## config.mk

```make
export PLATFORM = sky130hd
export DESIGN_NAME = fetch_sequencer
export DESIGN_NICKNAME = d
export VERILOG_FILES = /design/src/rtl/fetch_sequencer.sv
export SDC_FILE = /design/constraint.sdc
export NUM_CORES = 1
export LEC_CHECK = 0
export ABC_CLOCK_PERIOD_IN_PS = 1900
export BUFFER_PORTS_ARGS = -buffer_cell sky130_fd_sc_hd__buf_2
export CORE_ASPECT_RATIO = 1.5
export CORE_MARGIN = 2
export CORE_UTILIZATION = 45
export DETAILED_ROUTE_END_ITERATION = 8
export PLACE_DENSITY = 0.91
export REMOVE_ABC_BUFFERS = 1
export SYNTH_ARGS = -nofsm -noshare
export SYNTH_HDL_FRONTEND = slang
export SYNTH_SLANG_ARGS = --single-unit
```

## constraint.sdc

```tcl
create_clock -name i_CLOCK -period 1.9 [get_ports i_CLOCK]
set_input_delay 0.095 -clock i_CLOCK [delete_from_list [all_inputs] [get_ports i_CLOCK]]
set_output_delay 0.095 -clock i_CLOCK [all_outputs]
set_load 0.02 [all_outputs]
```

## src/rtl/fetch_sequencer.sv

```systemverilog
// rtl/fetch_sequencer.sv - instruction fetch / phase-control stage; retired counter under INSTR_COUNT_EN
module fetch_sequencer #(
    parameter int IR_W  = 16,
    parameter int CNT_W = 16
) (
    input  logic             i_CLOCK,
    input  logic             i_RESETn,
    input  logic [1:0]       i_PHASE,
    input  logic             i_HALT,
    input  logic             i_MEM_READY,
    input  logic [IR_W-1:0]  i_MEM_DATA,
    output logic             o_MEM_REQ,
    output logic [IR_W-1:0]  o_IR,
    output logic             o_DECODE_EN,
    output logic             o_EXEC_EN,
    output logic             o_PC_INC,
    output logic             o_STALL,
    output logic             o_HALTED,
    output logic [CNT_W-1:0] o_RETIRED
);

    typedef enum logic [0:0] {
        ST_RUN,
        ST_HALTED
    } state_t;

    state_t          state_q, state_d;
    logic [1:0]      prev_phase_q;
    logic            busy_q, busy_d;
    logic            pending_q, pending_d;
    logic            decoded_q, decoded_d;
    logic [IR_W-1:0] ir_q, ir_d;
    logic            decode_q, decode_d;
    logic            exec_q, exec_d;
    logic            stall_q, stall_d;

    logic p1_entry, p2_entry, p3_entry, handshake;

    // An entry is the first edge of a phase; phase 0 never matches.
    assign p1_entry  = (i_PHASE == 2'd1) && (prev_phase_q != 2'd1);
    assign p2_entry  = (i_PHASE == 2'd2) && (prev_phase_q != 2'd2);
    assign p3_entry  = (i_PHASE == 2'd3) && (prev_phase_q != 2'd3);
    assign handshake = busy_q && i_MEM_READY;

    always_ff @(posedge i_CLOCK) begin
        if (!i_RESETn) begin
            state_q      <= ST_RUN;
            prev_phase_q <= 2'd0;
            busy_q       <= 1'b0;
            pending_q    <= 1'b0;
            decoded_q    <= 1'b0;
            ir_q         <= '0;
            decode_q     <= 1'b0;
            exec_q       <= 1'b0;
            stall_q      <= 1'b0;
        end else begin
            state_q      <= state_d;
            prev_phase_q <= i_PHASE;
            busy_q       <= busy_d;
            pending_q    <= pending_d;
            decoded_q    <= decoded_d;
            ir_q         <= ir_d;
            decode_q     <= decode_d;
            exec_q       <= exec_d;
            stall_q      <= stall_d;
        end
    end

    always_comb begin
        state_d   = state_q;
        busy_d    = busy_q;
        pending_d = pending_q;
        decoded_d = decoded_q;
        ir_d      = ir_q;
        decode_d  = 1'b0;
        exec_d    = 1'b0;
        stall_d   = busy_q && (i_PHASE != 2'd1);

        // busy and pending are mutually exclusive, so the handshake never
        // collides with a fetch start or a decode on the same edge.
        if (handshake) begin
            ir_d      = i_MEM_DATA;
            pending_d = 1'b1;
            busy_d    = 1'b0;
        end

        if (p1_entry) begin
            case (state_q)
                ST_RUN: begin
                    if (i_HALT && !busy_q) begin
                        state_d = ST_HALTED;
                    end else if (!busy_q && !pending_q) begin
                        busy_d = 1'b1;
                    end
                end
                ST_HALTED: begin
                    if (!i_HALT) begin
                        state_d = ST_RUN;
                        if (!pending_q) begin
                            busy_d = 1'b1;
                        end
                    end
                end
                default: state_d = ST_RUN;
            endcase
        end

        if (p2_entry && pending_q) begin
            decode_d  = 1'b1;
            pending_d = 1'b0;
            decoded_d = 1'b1;
        end

        if (p3_entry && decoded_q) begin
            exec_d    = 1'b1;
            decoded_d = 1'b0;
        end
    end

    assign o_MEM_REQ   = busy_q;
    assign o_IR        = ir_q;
    assign o_DECODE_EN = decode_q;
    assign o_EXEC_EN   = exec_q;
    assign o_PC_INC    = exec_q;
    assign o_STALL     = stall_q;
    assign o_HALTED    = (state_q == ST_HALTED);

`ifdef INSTR_COUNT_EN
    logic [CNT_W-1:0] retired_q;

    always_ff @(posedge i_CLOCK) begin
        if (!i_RESETn) begin
            retired_q <= '0;
        end else if (exec_d) begin
            retired_q <= retired_q + CNT_W'(1);
        end
    end

    assign o_RETIRED = retired_q;
`else
    assign o_RETIRED = '0;
`endif

endmodule

```

==> impl_metrics.py, run 1 <==
metrics = {
    "outcome": {
        "outcome": "finished clean",
    },
    "min_path": {
        "hold_path.class": "input pin to flip-flop",
        "worstHoldEndpoint": "o_IR[11]$_SDFFE_PN0P_",
        "min-delay-start": "i_MEM_DATA[11]",
        "min_delay_path_depth": 3,
    },
    "clock_tree": {
        "cts-root-buf": "clkbuf_4",
        "postCtsSetupBuffers": 0,
        "cts-resized-gates": 0,
        "cts.clk_slew.worst_paths_ns": 0.13,
        "cts_tree": "yes",
        "clk_path_buf_depth": 2,
        "clock_sinks": 25,
        "cts_buffers": 3,
        "clk_latency_ns": 0.32,
        "h-tree-depth": 1,
        "holdBufCountCts": 2,
    },
    "global_route": {
        "grt_overflow": 0,
        "grt_pass1_wl_um": 3370,
        "grt_max_degree": 25,
        "first_global_vias": 869,
        "antenna_found_initial": 0,
        "grt_use_total_pct": 15.6,
    },
    "power_and_ir_drop": {
        "cellPowerDensity_mw_per_mm2": 689,
        "p_switching_mw": 0.227,
        "p_comb_share_pct": 12.4,
        "p_sw_share_pct": 25.8,
        "leakage_nw": 0.612,
        "pwr-share-seq_pct": 61.5,
        "pwr-share-clk_pct": 26.0,
        "peakVddDrop_v": 0.000465,
        "intPower_mw": 0.653,
    },
    "routing": {
        "drt_first_pass_iters": 4,
        "drc": 0,
        "ant_nets": 0,
        "drt-total-wl_um": 2100,
        "routed_via_density": 4.76,
        "drt_iter0_drc": 11,
        "wl_per_cell_um": 11.4,
        "vias": 880,
    },
    "timing": {
        "slew_viol_final": 0,
        "clock_skew_ns": 0.00905,
        "slew_headroom_pct": 60.0,
        "rsz0062_at_grt": "no",
        "setup_viol": 0,
        "hold_viol": 0,
        "setup_tns_ns": 0,
        "worst_pin_slew_ns": 0.600,
        "timing.fmax_mhz": 704,
        "timing.final.crit_share_pct": 74.8,
        "min_period_ns": 1.42,
    },
    "layout": {
        "syn2layout_area_growth_pct": 16.7,
        "antenna_cells": 0,
        "final_cell_mix": "buf_2, nand2_1, dfxtp_1",
        "nets": 185,
        "drive_gt1_share_pct": 35.8,
        "final_common_cell": "buf_2",
        "stdcell_count": 185,
    },
    "setup_path": {
        "critPathBufInv": 2,
        "reg2reg_from": "prev_phase_q[0]$_SDFF_PN0_",
        "crit_type": "flip-flop to flip-flop",
        "critPathMaxFanout": 3,
        "r2r_slack_ns": 0.48,
        "reg2reg_depth": 4,
        "critPathTopFamily": "buffers and inverters",
        "cp_cell_sequence": "inv_1 > o21ai_1 > o32ai_1 > dlygate4sd3_1",
        "required_ns": 2.17,
        "rr_endpoint": "o_MEM_REQ$_SDFF_PN0_",
        "slowest_delay_ns": 0.57,
        "cp_slowest_cell": "dlygate4sd3_1",
        "endpoint_kind": "flip-flop",
        "startpoint_type": "flip-flop",
        "cp.arrival_ns": 1.69,
    },
    "synth": {
        "ys_warn_count": 0,
        "ys_types": 20,
        "syn_avg_cell_area_um2": 9.12,
        "syn-cell-area_mm2": 0.00109,
        "ys_seq_elements": 25,
        "synthCells": 120,
        "ys_seq_area_share_pct": 45.7,
    },
    "die": {
        "fp.coreArea_mm2": 0.00226,
        "die-width_um": 44.3,
        "die_area_mm2": 0.00285,
        "placementRows": 21,
        "initial_core_util_pct": 48.4,
        "ios": 60,
        "fp.dieH_um": 64.4,
    },
    "placement": {
        "port_buffers": 43,
        "gp_congestion": 0.733,
        "placedCellCount": 179,
        "place_hpwl_um": 1630,
    },
    "job": {
        "maxCapViolations": 0,
    },
}
-- routing by layer --
| metal | share of wire (%) | global-route usage, % | wire, µm | vias up |
|---|---|---|---|---|
| met2 | 56 | 29.2 | 1180 | 30 |
| met1 | 37 | 16.1 | 785 | 410 |
| li1 | - | - | - | 438 |
| met4 | 1.0 | 5.68 | 21 | 0 |
| met5 | 0 | 0 | 0 | - |
| met3 | 5.6 | 3.34 | 118 | 2 |
-- cells in the mapped netlist, drive strengths merged --
| library cell | count | area, µm² |
|---|---|---|
| a211oi | 1 | 12.5 |
| a21boi | 17 | 161 |
| and2 | 4 | 25.0 |
| and2b | 1 | 7.51 |
| and3 | 1 | 6.26 |
| buf | 20 | 158 |
| clkbuf | 2 | 7.51 |
| conb | 1 | 3.75 |
| dfxtp | 25 | 500 |
| inv | 3 | 11.3 |
| nand2 | 35 | 131 |
| nand3 | 1 | 5.00 |
| nor2 | 2 | 7.51 |
| o211a | 2 | 20.0 |
| o211ai | 1 | 7.51 |
| o21ai | 2 | 10.0 |
| o221a | 1 | 11.3 |
| o32ai | 1 | 8.76 |
-- worst register-to-register path, cell delays in order (launching register included) --
cell and delay [ns]:
dfxtp_1 0.33, inv_1 0.10, o21ai_1 0.09, o32ai_1 0.27, dlygate4sd3_1 0.57
-- kinds of logic (layout without fill, tap and decap cells) --
group | Yosys count | in the layout | synth area share [%]
AOI/OAI and AO/OA | 25 | 25 | 21.1
and+or+nand+nor | 44 | 44 | 16.7
buffers and inverters | 25 | 52 | 16.1
other | 1 | 16 | 0.343
DFF | 25 | 25 | 45.7
-- flip-flops by register name (all words and copies together), names as in the netlist --
| name | cells |
|---|---|
| o_STALL | 1 |
| pending_q | 1 |
| o_IR | 16 |
| decoded_q | 1 |
| o_EXEC_EN | 1 |
| o_DECODE_EN | 1 |
| prev_phase_q | 2 |
| o_MEM_REQ | 1 |
| o_HALTED | 1 |
-- layout make-up --
class / count / area (µm²)
Fill cell: 211 / 982
Clock buffer: 3 / 22.5
Timing Repair Buffer: 45 / 235
Tap cell: 23 / 28.8
Multi-Input combinational cell: 85 / 474
Inverter: 3 / 11.3
Clock inverter: 1 / 5.00
Sequential cell: 25 / 500
-- through the flow --
stage                     hold slack [ns]  instance area, µm²  power, mW  setup WS [ns]  util [%]
after CTS                         0.00159                1280      0.884          0.497      56.5
after detailed placement            0.322                1230      0.659          0.590      54.4
after global routing              0.00378                1280      0.917          0.406      56.5
after floorplan                     0.192                 986      0.617          0.728         -
after global placement              0.308                1230      0.656          0.738      54.4
final                            0.000253                1280      0.880          0.479      56.5
-- power groups by stage --
stage / Sequential [mW] / Combinational, mW / Clock (mW)
3_3_place_gp: 0.553 / 0.104 / 0
2_1_floorplan: 0.562 / 0.0550 / 0
4_1_cts: 0.542 / 0.109 / 0.233
5_1_grt: 0.543 / 0.120 / 0.254
3_5_place_dp: 0.554 / 0.106 / 0
6_report: 0.542 / 0.109 / 0.229
-- worst max-delay path by stage --
stage / start / to / depth (start not counted)
final: prev_phase_q[0]$_SDFF_PN0_ / o_MEM_REQ$_SDFF_PN0_ / 4
after global routing: prev_phase_q[0]$_SDFF_PN0_ / o_MEM_REQ$_SDFF_PN0_ / 4
after CTS: prev_phase_q[0]$_SDFF_PN0_ / o_MEM_REQ$_SDFF_PN0_ / 4
after detailed placement: o_MEM_REQ$_SDFF_PN0_ / o_IR[8]$_SDFFE_PN0P_ / 3
after global placement: o_MEM_REQ$_SDFF_PN0_ / o_IR[11]$_SDFFE_PN0P_ / 3
after floorplan: o_MEM_REQ$_SDFF_PN0_ / o_IR[0]$_SDFFE_PN0P_ / 3
No activity file was read; power rests on OpenSTA's default activity.
==> run 2: changes to the inputs <==
--- a/config.mk
+++ b/config.mk
@@ -5,13 +5,13 @@
 export SDC_FILE = /design/constraint.sdc
 export NUM_CORES = 1
 export LEC_CHECK = 0
-export ABC_CLOCK_PERIOD_IN_PS = 1900
+export ABC_CLOCK_PERIOD_IN_PS = 1350
 export BUFFER_PORTS_ARGS = -buffer_cell sky130_fd_sc_hd__buf_2
 export CORE_ASPECT_RATIO = 1.5
 export CORE_MARGIN = 2
-export CORE_UTILIZATION = 45
+export CORE_UTILIZATION = 43
 export DETAILED_ROUTE_END_ITERATION = 8
-export PLACE_DENSITY = 0.91
+export PLACE_DENSITY = 0.88
 export REMOVE_ABC_BUFFERS = 1
 export SYNTH_ARGS = -nofsm -noshare
 export SYNTH_HDL_FRONTEND = slang
==> constraint.sdc (replaced) <==
create_clock -name i_CLOCK -period 1.35 [get_ports i_CLOCK]
set_input_delay 0.0675 -clock i_CLOCK [delete_from_list [all_inputs] [get_ports i_CLOCK]]
set_output_delay 0.0675 -clock i_CLOCK [all_outputs]
set_load 0.02 [all_outputs]
==> run 2 against run 1 <==
Effect of this change:
- clock skew shrank 0.0066 ns
- cell area grew 14%
- first-iteration DRC count shrank 36%
- largest power group unchanged
==> impl_metrics.py, run 2 (synthesis results as in run 1) <==
metrics = {
    "power_and_ir_drop": {
        "power_mw": 1.28,
        "leakage_nw": 0.684,
        "cellPowerDensity_mw_per_mm2": 878,
        "peakVddDrop_v": 0.000750,
    },
    "timing": {
        "setup_viol": 0,
        "whs_ns": 0.00363,
        "slew_viol_final": 0,
        "timing.final.crit_share_pct": 85.0,
        "rsz0062_at_grt": "no",
        "timing.fmax_mhz": 872,
        "setup_tns_ns": 0,
        "hold_viol": 0,
        "setup_slack_ns": 0.203,
        "clock_skew_ns": 0.00246,
        "min_period_ns": 1.15,
    },
    "min_path": {
        "min-delay-start": "i_MEM_DATA[13]",
        "min_delay_path_depth": 3,
        "worstHoldEndpoint": "o_IR[13]$_SDFFE_PN0P_",
        "hold_path.class": "input pin to flip-flop",
    },
    "global_route": {
        "grt_max_degree": 25,
        "grt_use_total_pct": 17.0,
        "first_global_vias": 926,
        "grt_overflow": 0,
        "grt_pass1_wl_um": 3800,
        "antenna_found_initial": 0,
    },
    "placement": {
        "place_hpwl_um": 1530,
        "port_buffers": 43,
        "gp_congestion": 0.696,
        "post-place-ws_ns": 0.248,
    },
    "layout": {
        "final_common_cell": "buf_2",
        "final_cell_mix": "buf_2, nand2_1, dfxtp_1",
        "post-route-util_pct": 60.0,
        "largest_reg_flops": 16,
        "nets": 203,
        "syn2layout_area_growth_pct": 32.7,
        "drive_gt1_share_pct": 32.8,
        "antenna_cells": 0,
    },
    "setup_path": {
        "endpoint_kind": "flip-flop",
        "startpoint_type": "input pin",
        "reg2reg_depth": 3,
        "critPathMaxFanout": 16,
        "cp.arrival_ns": 1.40,
        "required_ns": 1.60,
        "reg2reg_from": "o_MEM_REQ$_SDFF_PN0_",
        "rr_endpoint": "o_IR[12]$_SDFFE_PN0P_",
        "r2r_slack_ns": 0.24,
        "crit_type": "input pin to flip-flop",
    },
    "clock_tree": {
        "clock_sinks": 25,
        "cts-root-buf": "clkbuf_4",
        "clk_path_buf_depth": 2,
        "cts_buffers": 3,
        "cts.clk_slew.worst_paths_ns": 0.13,
        "clk_latency_ns": 0.31,
        "holdBufCountCts": 17,
        "cts-resized-gates": 0,
        "cts_tree": "yes",
        "postCtsSetupBuffers": 0,
        "h-tree-depth": 1,
    },
    "routing": {
        "wl_per_cell_um": 11.3,
        "drc": 0,
        "ant_nets": 0,
        "drt-total-wl_um": 2310,
        "drt_first_pass_iters": 4,
        "vias": 937,
        "drt_iter0_drc": 7,
        "routed_via_density": 4.59,
    },
    "die": {
        "initial_core_util_pct": 45.2,
        "fp.dieH_um": 65.8,
        "die_area_mm2": 0.00297,
        "fp.coreArea_mm2": 0.00242,
        "ios": 60,
        "placementRows": 22,
        "die-width_um": 45.2,
    },
    "outcome": {
        "outcome": "finished clean",
    },
    "job": {
        "maxCapViolations": 0,
    },
}
-- run 2: cell count changes in the layout (fill, tap and decap cells not counted) --
cell           before  now
dlygate4sd3_1       2   18
buf_4               0    2
clkbuf_1            0    1
clkinv_2            1    0
-- run 2: final cells by class --
class	count	area (µm²)
Clock buffer	4	26.3
Fill cell	230	970
Inverter	3	11.3
Multi-Input combinational cell	85	474
Sequential cell	25	500
Tap cell	24	30.0
Timing Repair Buffer	63	410
-- run 2: metrics by stage --
stage	cell area (µm²)	instances
2_1_floorplan	986	113
3_3_place_gp	1250	182
5_1_grt	1450	204
6_report	1450	204
4_1_cts	1440	203
3_5_place_dp	1250	182
-- run 2: worst max path at each step --
stage / startpoint / to / slack [ns] / cells past startpoint
2_1_floorplan: o_MEM_REQ$_SDFF_PN0_ / o_IR[0]$_SDFFE_PN0P_ / 0.18 / 3
3_3_place_gp: o_MEM_REQ$_SDFF_PN0_ / o_IR[14]$_SDFFE_PN0P_ / 0.32 / 3
3_5_place_dp: o_MEM_REQ$_SDFF_PN0_ / o_IR[12]$_SDFFE_PN0P_ / 0.25 / 3
4_1_cts: i_MEM_READY / o_IR[12]$_SDFFE_PN0P_ / 0.19 / 5
5_1_grt: i_MEM_READY / o_IR[8]$_SDFFE_PN0P_ / 0.05 / 5
6_report: i_MEM_READY / o_IR[12]$_SDFFE_PN0P_ / 0.20 / 5
-- run 2: power breakdown --
| group | leakage (nW) | switching [mW] | internal [mW] |
|---|---|---|---|
| logic | 0.467 | 0.105 | 0.0877 |
| clock network | 0.0150 | 0.205 | 0.115 |
| registers | 0.203 | 0.00946 | 0.753 |
-- run 2: worst max-delay path, stage by stage --
cell and delay (ns):
dlygate4sd3_1 0.52, buf_2 0.13, nand2_1 0.37, nand2_1 0.14
a21boi_2 0.16
-- run 2: metal layers --
| metal | wire length (µm) | GRT usage [%] | share of wire, % |
|---|---|---|---|
| met1 | 825 | 17.4 | 36 |
| met2 | 1280 | 32.0 | 55 |
| met3 | 138 | 3.01 | 6.0 |
| met4 | 65 | 6.99 | 2.8 |
| met5 | 0 | 0 | 0 |
==> run 3: changes to the inputs <==
--- a/config.mk
+++ b/config.mk
@@ -5,13 +5,13 @@
 export SDC_FILE = /design/constraint.sdc
 export NUM_CORES = 1
 export LEC_CHECK = 0
-export ABC_CLOCK_PERIOD_IN_PS = 1350
+export ABC_CLOCK_PERIOD_IN_PS = 1040
 export BUFFER_PORTS_ARGS = -buffer_cell sky130_fd_sc_hd__buf_2
 export CORE_ASPECT_RATIO = 1.5
 export CORE_MARGIN = 2
-export CORE_UTILIZATION = 43
+export CORE_UTILIZATION = 39
 export DETAILED_ROUTE_END_ITERATION = 8
-export PLACE_DENSITY = 0.88
+export PLACE_DENSITY = 0.84
 export REMOVE_ABC_BUFFERS = 1
 export SYNTH_ARGS = -nofsm -noshare
 export SYNTH_HDL_FRONTEND = slang
==> constraint.sdc (replaced) <==
create_clock -name i_CLOCK -period 1.04 [get_ports i_CLOCK]
set_input_delay 0.052 -clock i_CLOCK [delete_from_list [all_inputs] [get_ports i_CLOCK]]
set_output_delay 0.052 -clock i_CLOCK [all_outputs]
set_load 0.02 [all_outputs]
==> run 3 against run 2 <==
Effect of this change:
- worst setup slack lost 0.12 ns
- die area grew 9.5%
- sequential share of layout area grew 2.6 points
- critical path type is now flip-flop to flip-flop
- sequential power grew 30%
- non-clock buffer count shrank 16
- total power grew 38%
- via count shrank 7.0%
- final cell count shrank 1.5%
- register-to-register slack lost 0.15 ns
- first-iteration DRC count shrank 57%
- hold slack lost 0.0017 ns
==> impl_metrics.py, run 3 (synthesis results as in run 1) <==
metrics = {
    "layout": {
        "nets": 187,
        "syn2layout_area_growth_pct": 23.5,
        "final_cell_mix": "buf_2, nand2_1, dfxtp_1",
        "largest_reg_flops": 16,
        "num-fill-cells": 275,
        "post-route-util_pct": 50.5,
        "drive_gt1_share_pct": 37.8,
        "fin_area_mm2": 0.00135,
        "ff_latch_area_um2": 502,
        "antenna_cells": 0,
        "multiInputGateArea_um2": 474,
        "final_common_cell": "buf_2",
    },
    "setup_path": {
        "critPathTopFamily": "flip-flops",
        "r2r_slack_ns": 0.09,
        "endpoint_kind": "flip-flop",
        "cp_cell_sequence": "and2_1 > buf_12 > o21ai_1 > nor2_1",
        "required_ns": 1.19,
        "cp_slowest_cell": "dfxtp_2",
        "cp.arrival_ns": 1.11,
        "slowest_delay_ns": 0.35,
        "critPathBufInv": 1,
        "startpoint_type": "flip-flop",
        "critPathMaxFanout": 17,
        "crit_type": "flip-flop to flip-flop",
    },
    "placement": {
        "place_hpwl_um": 1600,
        "gp_congestion": 0.683,
        "port_buffers": 43,
        "post_dp_cell_area_mm2": 0.00129,
    },
    "timing": {
        "clock_skew_ns": 0.00410,
        "hold_viol": 0,
        "timing.fmax_mhz": 1050,
        "slew_viol_final": 0,
        "rsz0062_at_grt": "no",
        "min_period_ns": 0.954,
        "timing.final.crit_share_pct": 91.7,
        "setup_viol": 0,
    },
    "global_route": {
        "grt_pass1_wl_um": 3130,
        "grt_max_degree": 19,
        "first_global_vias": 754,
        "met1_usage_pct": 14.4,
        "antenna_found_initial": 0,
        "met3_usage_pct": 3.13,
        "grt_overflow": 0,
        "grtUsageMet2_pct": 24.2,
        "busiest_layer": "met2",
        "grt_use_total_pct": 13.4,
    },
    "die": {
        "fp.coreArea_mm2": 0.00268,
        "ios": 60,
        "die-width_um": 47.3,
        "initial_core_util_pct": 40.9,
        "fp.dieH_um": 68.9,
        "placementRows": 23,
        "die_area_mm2": 0.00326,
    },
    "power_and_ir_drop": {
        "leakage_nw": 0.637,
        "peakVddDrop_v": 0.000761,
        "cellPowerDensity_mw_per_mm2": 1300,
        "p_switching_mw": 0.434,
        "p_sw_share_pct": 24.7,
        "pwr-share-seq_pct": 56.3,
        "pwr-share-clk_pct": 31.9,
        "p_comb_share_pct": 11.8,
        "intPower_mw": 1.32,
    },
    "clock_tree": {
        "cts.clk_slew.worst_paths_ns": 0.09,
        "h-tree-depth": 1,
        "postCtsSetupBuffers": 0,
        "cts-root-buf": "clkbuf_8",
        "cts_tree": "yes",
        "clock_sinks": 25,
        "clk_latency_ns": 0.26,
        "cts_buffers": 3,
        "clk_path_buf_depth": 2,
    },
    "routing": {
        "wl_per_cell_um": 10.2,
        "drt_first_pass_iters": 3,
        "vias": 871,
        "ant_nets": 0,
        "drt-total-wl_um": 2050,
        "drt_iter0_drc": 3,
        "drc": 0,
        "routed_via_density": 4.33,
    },
    "outcome": {
        "outcome": "finished clean",
    },
    "min_path": {
        "hold_path.class": "input pin to flip-flop",
    },
    "job": {
        "maxCapViolations": 0,
    },
}
-- run 3: changes by cell type in the layout (fill, tap and decap cells not counted) --
cell | before | now
a21boi_0 | 8 | 7
a21boi_1 | 0 | 1
clkbuf_1 | 1 | 0
dlygate4sd3_1 | 18 | 1
dfxtp_1 | 25 | 24
buf_12 | 0 | 2
clkinv_2 | 0 | 1
clkbuf_4 | 3 | 0
clkbuf_8 | 0 | 3
buf_4 | 2 | 1
dfxtp_2 | 0 | 1
-- run 3: power by group through the flow --
stage	Combinational (mW)	Sequential (mW)	Clock (mW)
after detailed placement	0.205	1.01	0
after global routing	0.228	0.991	0.619
after floorplan	0.100	1.03	0
after CTS	0.209	0.988	0.581
final	0.208	0.988	0.561
after global placement	0.204	1.01	0
-- run 3: worst paths after layout --
kind                                      startpoint                     end  cells after the start
worst min register to register  o_IR[9]$_SDFFE_PN0P_    o_IR[9]$_SDFFE_PN0P_                      2
worst max-delay path            o_MEM_REQ$_SDFF_PN0_  pending_q$_SDFFE_PP0P_                      4
worst min-delay path                          i_HALT    o_MEM_REQ$_SDFF_PN0_                      2
worst max register to register  o_MEM_REQ$_SDFF_PN0_  pending_q$_SDFFE_PP0P_                      4
-- run 3: what timing repair did --
item	CTS	global route
hold buffers	1	0
endpoints found under the hold margin	1	0
gates resized for setup	0	2
endpoints found under the setup margin	0	10
-- run 3: layout make-up --
class / count / area share [%]
Inverter: 3 / 0.833
Timing Repair Buffer: 47 / 20.2
Clock buffer: 3 / 3.05
Clock inverter: 1 / 0.370
Multi-Input combinational cell: 85 / 35.1
Sequential cell: 25 / 37.1
Tap cell: 37 / 3.42
-- run 3: per-stage QoR --
stage	power [mW]	std cells	hold WS [ns]	setup WS, ns	setup TNS, ns
floorplan	1.13	113	0.149	-0.132	-2.16
CTS	1.78	201	0.000545	0.0449	0
detailed placement	1.22	196	0.268	0.0612	0
global placement	1.21	196	0.268	0.113	0
finish	1.76	201	0.00192	0.0862	0
global route	1.84	201	0.00726	0.000113	0
-- run 3: metal layers --
metal	wire length (µm)	vias to the layer above
met4	8	0
met3	139	2
met2	1090	35
met1	814	389
li1	-	445
met5	0	-
